## config.mk

```make
export PLATFORM = sky130hd
export DESIGN_NAME = multicycle_control_unit
export DESIGN_NICKNAME = d
export VERILOG_FILES = /design/src/rtl/multicycle_control_unit.sv
export SDC_FILE = /design/constraint.sdc
export NUM_CORES = 1
export LEC_CHECK = 0
export ABC_CLOCK_PERIOD_IN_PS = 2970
export CORE_MARGIN = 2
export CORE_UTILIZATION = 44
export CTS_CLUSTER_SIZE = 10
export DETAILED_ROUTE_END_ITERATION = 12
export PLACE_DENSITY = 0.84
export SYNTH_ARGS = -nofsm -noshare
export SYNTH_HDL_FRONTEND = slang
export SYNTH_SLANG_ARGS = --single-unit
```

## constraint.sdc

```tcl
create_clock -name clk -period 2.97 [get_ports clk]
set_input_delay 0.594 -clock clk [delete_from_list [all_inputs] [get_ports clk]]
set_output_delay 0.594 -clock clk [all_outputs]
set_load 0.03 [all_outputs]
```

## src/rtl/multicycle_control_unit.sv

```systemverilog
// Multicycle RV32 control FSM: fetch/decode/execute/memory/writeback with sticky traps.
// Define CU_JUMP_EN to add the JUMP state for jal/jalr; otherwise they trap as illegal.
module multicycle_control_unit #(
  parameter int ALU_CTRL_W     = 4,
  parameter int TIMEOUT_CYCLES = 16
) (
  input  logic                  clk,
  input  logic                  reset,
  input  logic [31:0]           instr,
  input  logic                  mem_ready,
  input  logic                  alu_zero,
  output logic                  mem_req,
  output logic                  mem_we,
  output logic                  ir_write,
  output logic                  pc_write,
  output logic                  RegWrite,
  output logic                  ALUSrc,
  output logic                  MemToReg,
  output logic [ALU_CTRL_W-1:0] ALUControl,
  output logic                  link_sel,
  output logic                  pc_src_jalr,
  output logic [2:0]            state,
  output logic                  illegal,
  output logic                  timeout
);

  typedef enum logic [2:0] {
    FETCH = 3'd0, DECODE = 3'd1, EXEC = 3'd2, MEM = 3'd3,
    WB = 3'd4, BRANCH = 3'd5, JUMP = 3'd6, TRAP = 3'd7
  } state_t;

  typedef enum logic [2:0] {
    K_ALU_R, K_ALU_I, K_LOAD, K_STORE, K_BRANCH, K_JAL, K_JALR
  } kind_t;

  localparam int CNT_W = (TIMEOUT_CYCLES > 1) ? $clog2(TIMEOUT_CYCLES) : 1;
  localparam logic [CNT_W-1:0] WAIT_LIMIT = CNT_W'(TIMEOUT_CYCLES - 1);

  localparam logic [ALU_CTRL_W-1:0] ALU_ADD = ALU_CTRL_W'(0);
  localparam logic [ALU_CTRL_W-1:0] ALU_SUB = ALU_CTRL_W'(1);
  localparam logic [ALU_CTRL_W-1:0] ALU_AND = ALU_CTRL_W'(2);
  localparam logic [ALU_CTRL_W-1:0] ALU_OR  = ALU_CTRL_W'(3);
  localparam logic [ALU_CTRL_W-1:0] ALU_XOR = ALU_CTRL_W'(4);
  localparam logic [ALU_CTRL_W-1:0] ALU_SLL = ALU_CTRL_W'(5);
  localparam logic [ALU_CTRL_W-1:0] ALU_SRL = ALU_CTRL_W'(6);
  localparam logic [ALU_CTRL_W-1:0] ALU_SLT = ALU_CTRL_W'(7);
  localparam logic [ALU_CTRL_W-1:0] ALU_SRA = ALU_CTRL_W'(8);

  state_t                  state_q;
  kind_t                   kind_q;
  logic [ALU_CTRL_W-1:0]   alu_q;
  logic [2:0]              f3_q;
  logic [CNT_W-1:0]        wait_cnt;
  logic                    illegal_q;
  logic                    timeout_q;

  kind_t                   dec_kind;
  logic [ALU_CTRL_W-1:0]   dec_alu;
  logic                    dec_bad;
  logic                    unused_instr;

  assign unused_instr = ^{instr[31], instr[29:15], instr[11:7]};

  // instr[30] selects sub only for register ops; for addi it is an immediate bit
  function automatic logic [ALU_CTRL_W-1:0] alu_sel(input logic [2:0] f3, input logic b30,
                                                   input logic is_r);
    case (f3)
      3'b000:  return (is_r && b30) ? ALU_SUB : ALU_ADD;
      3'b001:  return ALU_SLL;
      3'b010:  return ALU_SLT;
      3'b100:  return ALU_XOR;
      3'b101:  return b30 ? ALU_SRA : ALU_SRL;
      3'b110:  return ALU_OR;
      3'b111:  return ALU_AND;
      default: return ALU_ADD;
    endcase
  endfunction

  always_comb begin
    dec_kind = K_ALU_R;
    dec_alu  = ALU_ADD;
    dec_bad  = 1'b0;
    case (instr[6:0])
      7'b0110011: begin
        dec_kind = K_ALU_R;
        dec_alu  = alu_sel(instr[14:12], instr[30], 1'b1);
        dec_bad  = (instr[14:12] == 3'b011);
      end
      7'b0010011: begin
        dec_kind = K_ALU_I;
        dec_alu  = alu_sel(instr[14:12], instr[30], 1'b0);
        dec_bad  = (instr[14:12] == 3'b011);
      end
      7'b0000011: dec_kind = K_LOAD;
      7'b0100011: dec_kind = K_STORE;
      7'b1100011: dec_kind = K_BRANCH;
`ifdef CU_JUMP_EN
      7'b1101111: dec_kind = K_JAL;
      7'b1100111: dec_kind = K_JALR;
`endif
      default:    dec_bad = 1'b1;
    endcase
  end

  // The wait counter defaults to clear so every state change restarts it
  always_ff @(posedge clk or posedge reset) begin
    if (reset) begin
      state_q   <= FETCH;
      kind_q    <= K_ALU_R;
      alu_q     <= ALU_ADD;
      f3_q      <= 3'b000;
      wait_cnt  <= '0;
      illegal_q <= 1'b0;
      timeout_q <= 1'b0;
    end else begin
      wait_cnt <= '0;
      case (state_q)
        FETCH, MEM: begin
          if (mem_ready) begin
            if (state_q == FETCH)       state_q <= DECODE;
            else if (kind_q == K_LOAD)  state_q <= WB;
            else                        state_q <= FETCH;
          end else if (wait_cnt == WAIT_LIMIT) begin
            state_q   <= TRAP;
            timeout_q <= 1'b1;
          end else begin
            wait_cnt <= wait_cnt + CNT_W'(1);
          end
        end
        DECODE: begin
          kind_q <= dec_kind;
          alu_q  <= dec_alu;
          f3_q   <= instr[14:12];
          if (dec_bad) begin
            state_q   <= TRAP;
            illegal_q <= 1'b1;
          end else begin
            case (dec_kind)
              K_BRANCH:     state_q <= BRANCH;
              K_JAL, K_JALR: state_q <= JUMP;
              default:      state_q <= EXEC;
            endcase
          end
        end
        EXEC:     state_q <= (kind_q == K_LOAD || kind_q == K_STORE) ? MEM : WB;
        WB, JUMP: state_q <= FETCH;
        BRANCH: begin
          if (f3_q[2:1] == 2'b00) begin
            state_q <= FETCH;
          end else begin
            state_q   <= TRAP;
            illegal_q <= 1'b1;
          end
        end
        default:  state_q <= state_q;
      endcase
    end
  end

  // Reset gates the decode so nothing (not even FETCH's mem_req) leaks while held
  always_comb begin
    mem_req    = 1'b0;
    mem_we     = 1'b0;
    ir_write   = 1'b0;
    pc_write   = 1'b0;
    RegWrite   = 1'b0;
    ALUSrc     = 1'b0;
    MemToReg   = 1'b0;
    ALUControl = ALU_ADD;
    if (!reset) begin
      case (state_q)
        FETCH: begin
          mem_req  = 1'b1;
          ir_write = mem_ready;
          pc_write = mem_ready;
        end
        EXEC: begin
          if (kind_q == K_LOAD || kind_q == K_STORE) begin
            ALUSrc     = 1'b1;
            ALUControl = ALU_ADD;
          end else begin
            ALUSrc     = (kind_q == K_ALU_I);
            ALUControl = alu_q;
          end
        end
        MEM: begin
          mem_req = 1'b1;
          mem_we  = (kind_q == K_STORE);
        end
        WB: begin
          RegWrite = 1'b1;
          MemToReg = (kind_q == K_LOAD);
        end
        BRANCH: begin
          ALUControl = ALU_SUB;
          case (f3_q)
            3'b000:  pc_write = alu_zero;
            3'b001:  pc_write = ~alu_zero;
            default: pc_write = 1'b0;
          endcase
        end
`ifdef CU_JUMP_EN
        JUMP: begin
          RegWrite = 1'b1;
          pc_write = 1'b1;
          ALUSrc   = (kind_q == K_JALR);
        end
`endif
        default: ;
      endcase
    end
  end

`ifdef CU_JUMP_EN
  assign link_sel    = !reset && (state_q == JUMP);
  assign pc_src_jalr = link_sel && (kind_q == K_JALR);
`else
  assign link_sel    = 1'b0;
  assign pc_src_jalr = 1'b0;
`endif

  assign state   = state_q;
  assign illegal = illegal_q;
  assign timeout = timeout_q;

endmodule
```

==> impl_metrics.yaml <==
timing:
  finClkSkew_ps: 7.57
  final.min_clock_period_ps: 2850
  relSlewSlack: 0.616
  finalSetupViolations: 0
  rsz0062_at_grt: "false"
  slew_violations: 0
  tns_ps: 0
  worst_slew_pin_slew_ps: 575
  fmax_ghz: 0.351
  post-route-period-util: 0.958
  finalHoldViolations: 0
global_route:
  overflow: 0
  grt_pass1_vias: 972
  grt_util_all_layers: 0.169
  met3_usage: 0.0256
  gr-usage-met2: 0.276
  grt_max_degree: 20
  busiest_layer: "met2"
  antenna_found_initial: 0
  globalRouteMet1Util: 0.236
  grt_pass1_wl_um: 4340
worst_setup_path:
  crit_arrival_ps: 2250
  r2r_cells: 4
  critical_path.max_fanout: 5
  start_kind: "primary input"
  r2r_slack_ps: 1140
  end_kind: "output pin"
  r2r-start: "state[2]"
  r2r-end: "state[1]"
  critPathRequiredTime_ps: 2380
  critPathKind: "primary input to output pin"
clock_tree:
  clk_path_buf_depth: 2
  cts_tree: "yes"
  post_cts_resized: 0
  clk_pin_slew_worst_paths_ps: 110
  cts_sinks: 19
  cts_buffers: 3
  postCtsHoldBufs: 0
  ctsHtreeMaxLevel: 1
  post_cts_buffers: 0
  clockRootBuffer: "clkbuf_4"
  clock_latency_ps: 290
place:
  gp_congestion: 0.911
  io_buffers: 30
  hpwl_um: 2020
synthesis:
  synthMuxAreaShare: 0.0191
  synthFlopType: "dfrtp_1"
  yosys.area_share.simple: 0.240
  yosys.cell_types.count: 45
  synthArstFlopShare: 1.00
  syn_area_per_cell_um2: 9.08
  synth_top_family_by_area: "simple AND/OR/NAND/NOR gates"
  synth_cells: 130
  ys_ff_latch: 19
  synth_area_leaders: "dfrtp_1, o31ai_1, and2_1"
  synth_area_leader_cell: "dfrtp_1"
  ys_seq_area_frac: 0.403
  synth_top_area_frac: 0.403
  synth_fa_ha_area_frac: 0.0106
  synth_compound_area_frac: 0.220
  ys_warn_count: 0
  synth_xor_area_frac: 0.0371
  synth_edf_count: 0
  netlist_area_um2: 1180
hold_path:
  hold_path.class: "flip-flop to flip-flop"
  whs_endpoint: "illegal"
  hold_start: "illegal"
  hold_path_depth: 1
floorplanning:
  rows: 18
  die_y_um: 55.8
  fp.dieW_um: 55.8
  die_area_um2: 3110
  start_util: 0.472
  core_area_um2: 2500
  boundaryPins: 54
cells_and_area:
  antenna_cells: 0
  layout_common_cells: "clkdlybuf4s50_1, dfrtp_1, nand2_1, nor2_1, buf_4"
  n_fill_cell: 202
  fin_nets: 198
  drive_gt1_frac: 0.125
  fin_util: 0.598
  final_common_cell: "clkdlybuf4s50_1"
  area_delta_synth_final_pct: 26.7
  seqCellArea_um2: 475
  multi_input_area_um2: 628
drt:
  drtIter0Drc: 43
  via_per_inst: 5.64
  num_vias: 1071
  drc_errors: 0
  routed_wl_um: 2560
  wl_per_cell_um: 13.5
  ant_nets: 0
  drt-pass1-iter-count: 7
power:
  p_total_w: 0.00106
  power_density_nw_per_um2: 707
  max-vdd-ir-drop_mv: 0.506
  leakage_nw: 0.628
status:
  status: "finished, final reports clean"
flow_run:
  drv_cap: 0
## cell usage after synthesis, types with 2 or more instances
master     n
xnor2_1    2
o31ai_1    6
a21o_1     2
nor3b_1    2
nor2_1    10
nor3_1     4
buf_6      2
and2_1     6
buf_4      3
mux2_2     2
o21ai_1    2
o21bai_1   2
a21oi_1    7
nand2_1   10
nand3_1    5
o21ai_0    6
clkbuf_1   2
nor2b_1    5
inv_1      6
dfrtp_1   19
xor2_1     3
## cell type report
class                           instances  area share
Sequential cell                        19       0.318
Tap cell                               30      0.0251
Timing Repair Buffer                   33       0.204
Inverter                                6      0.0151
Multi-Input combinational cell         98       0.420
Clock buffer                            4      0.0176
## cells by family (layout without fill, tap and decap cells)
logic type      after synthesis  count (layout)
fa+ha+maj                     1               1
flops                        19              19
buf+inv                      14              43
xor+xnor                      5               5
simple gates                 52              52
mux                           2               2
other cells                   1               2
compound gates               36              36
## per-stage QoR
stage               std cells  hold slack, ps  setup slack [ps]  instance area [um^2]
floorplan                 131             431              20.5                  1180
detailed placement        186             447               125                  1470
CTS                       190             476               108                  1500
global route              190             489              16.5                  1500
global placement          186             445               191                  1470
finish                    190             475               124                  1500
## how the worst max path moves through the flow
stage | startpoint | endpoint | slack [ps] | cells after the start
CTS | reset | RegWrite | 110 | 4
global route | reset | RegWrite | 20 | 4
global placement | reset | RegWrite | 190 | 4
finish | reset | RegWrite | 120 | 4
floorplan | state[2] | MemToReg | 20 | 3
detailed placement | reset | RegWrite | 120 | 4
## where the power goes
part / switching [W] / leakage [nW] / internal, W
Combinational: 0.000291 / 0.368 / 0.000225
Sequential: 0.0000995 / 0.245 / 0.000316
Clock: 0.0000735 / 0.0150 / 0.0000521
Total: 0.000464 / 0.628 / 0.000593
## worst max-delay path: stages
cell and delay [ps]:
clkdlybuf4s50_1 490, nor2b_1 190, nor3b_1 270, clkdlybuf4s50_1 720
## per-layer routing
metal / wire length [um] / up-vias
li1: - / 527
met1: 1140 / 501
met2: 1270 / 43
met3: 148 / 0
met4: 0 / 0
met5: 0 / -
## flip-flops by register name (all words and copies together) (netlist names)
signal    flops
timeout       1
alu_q         4
f3_q          3
kind_q        3
wait_cnt      4
illegal       1
state         3
Power figures use the tool's default switching activity.
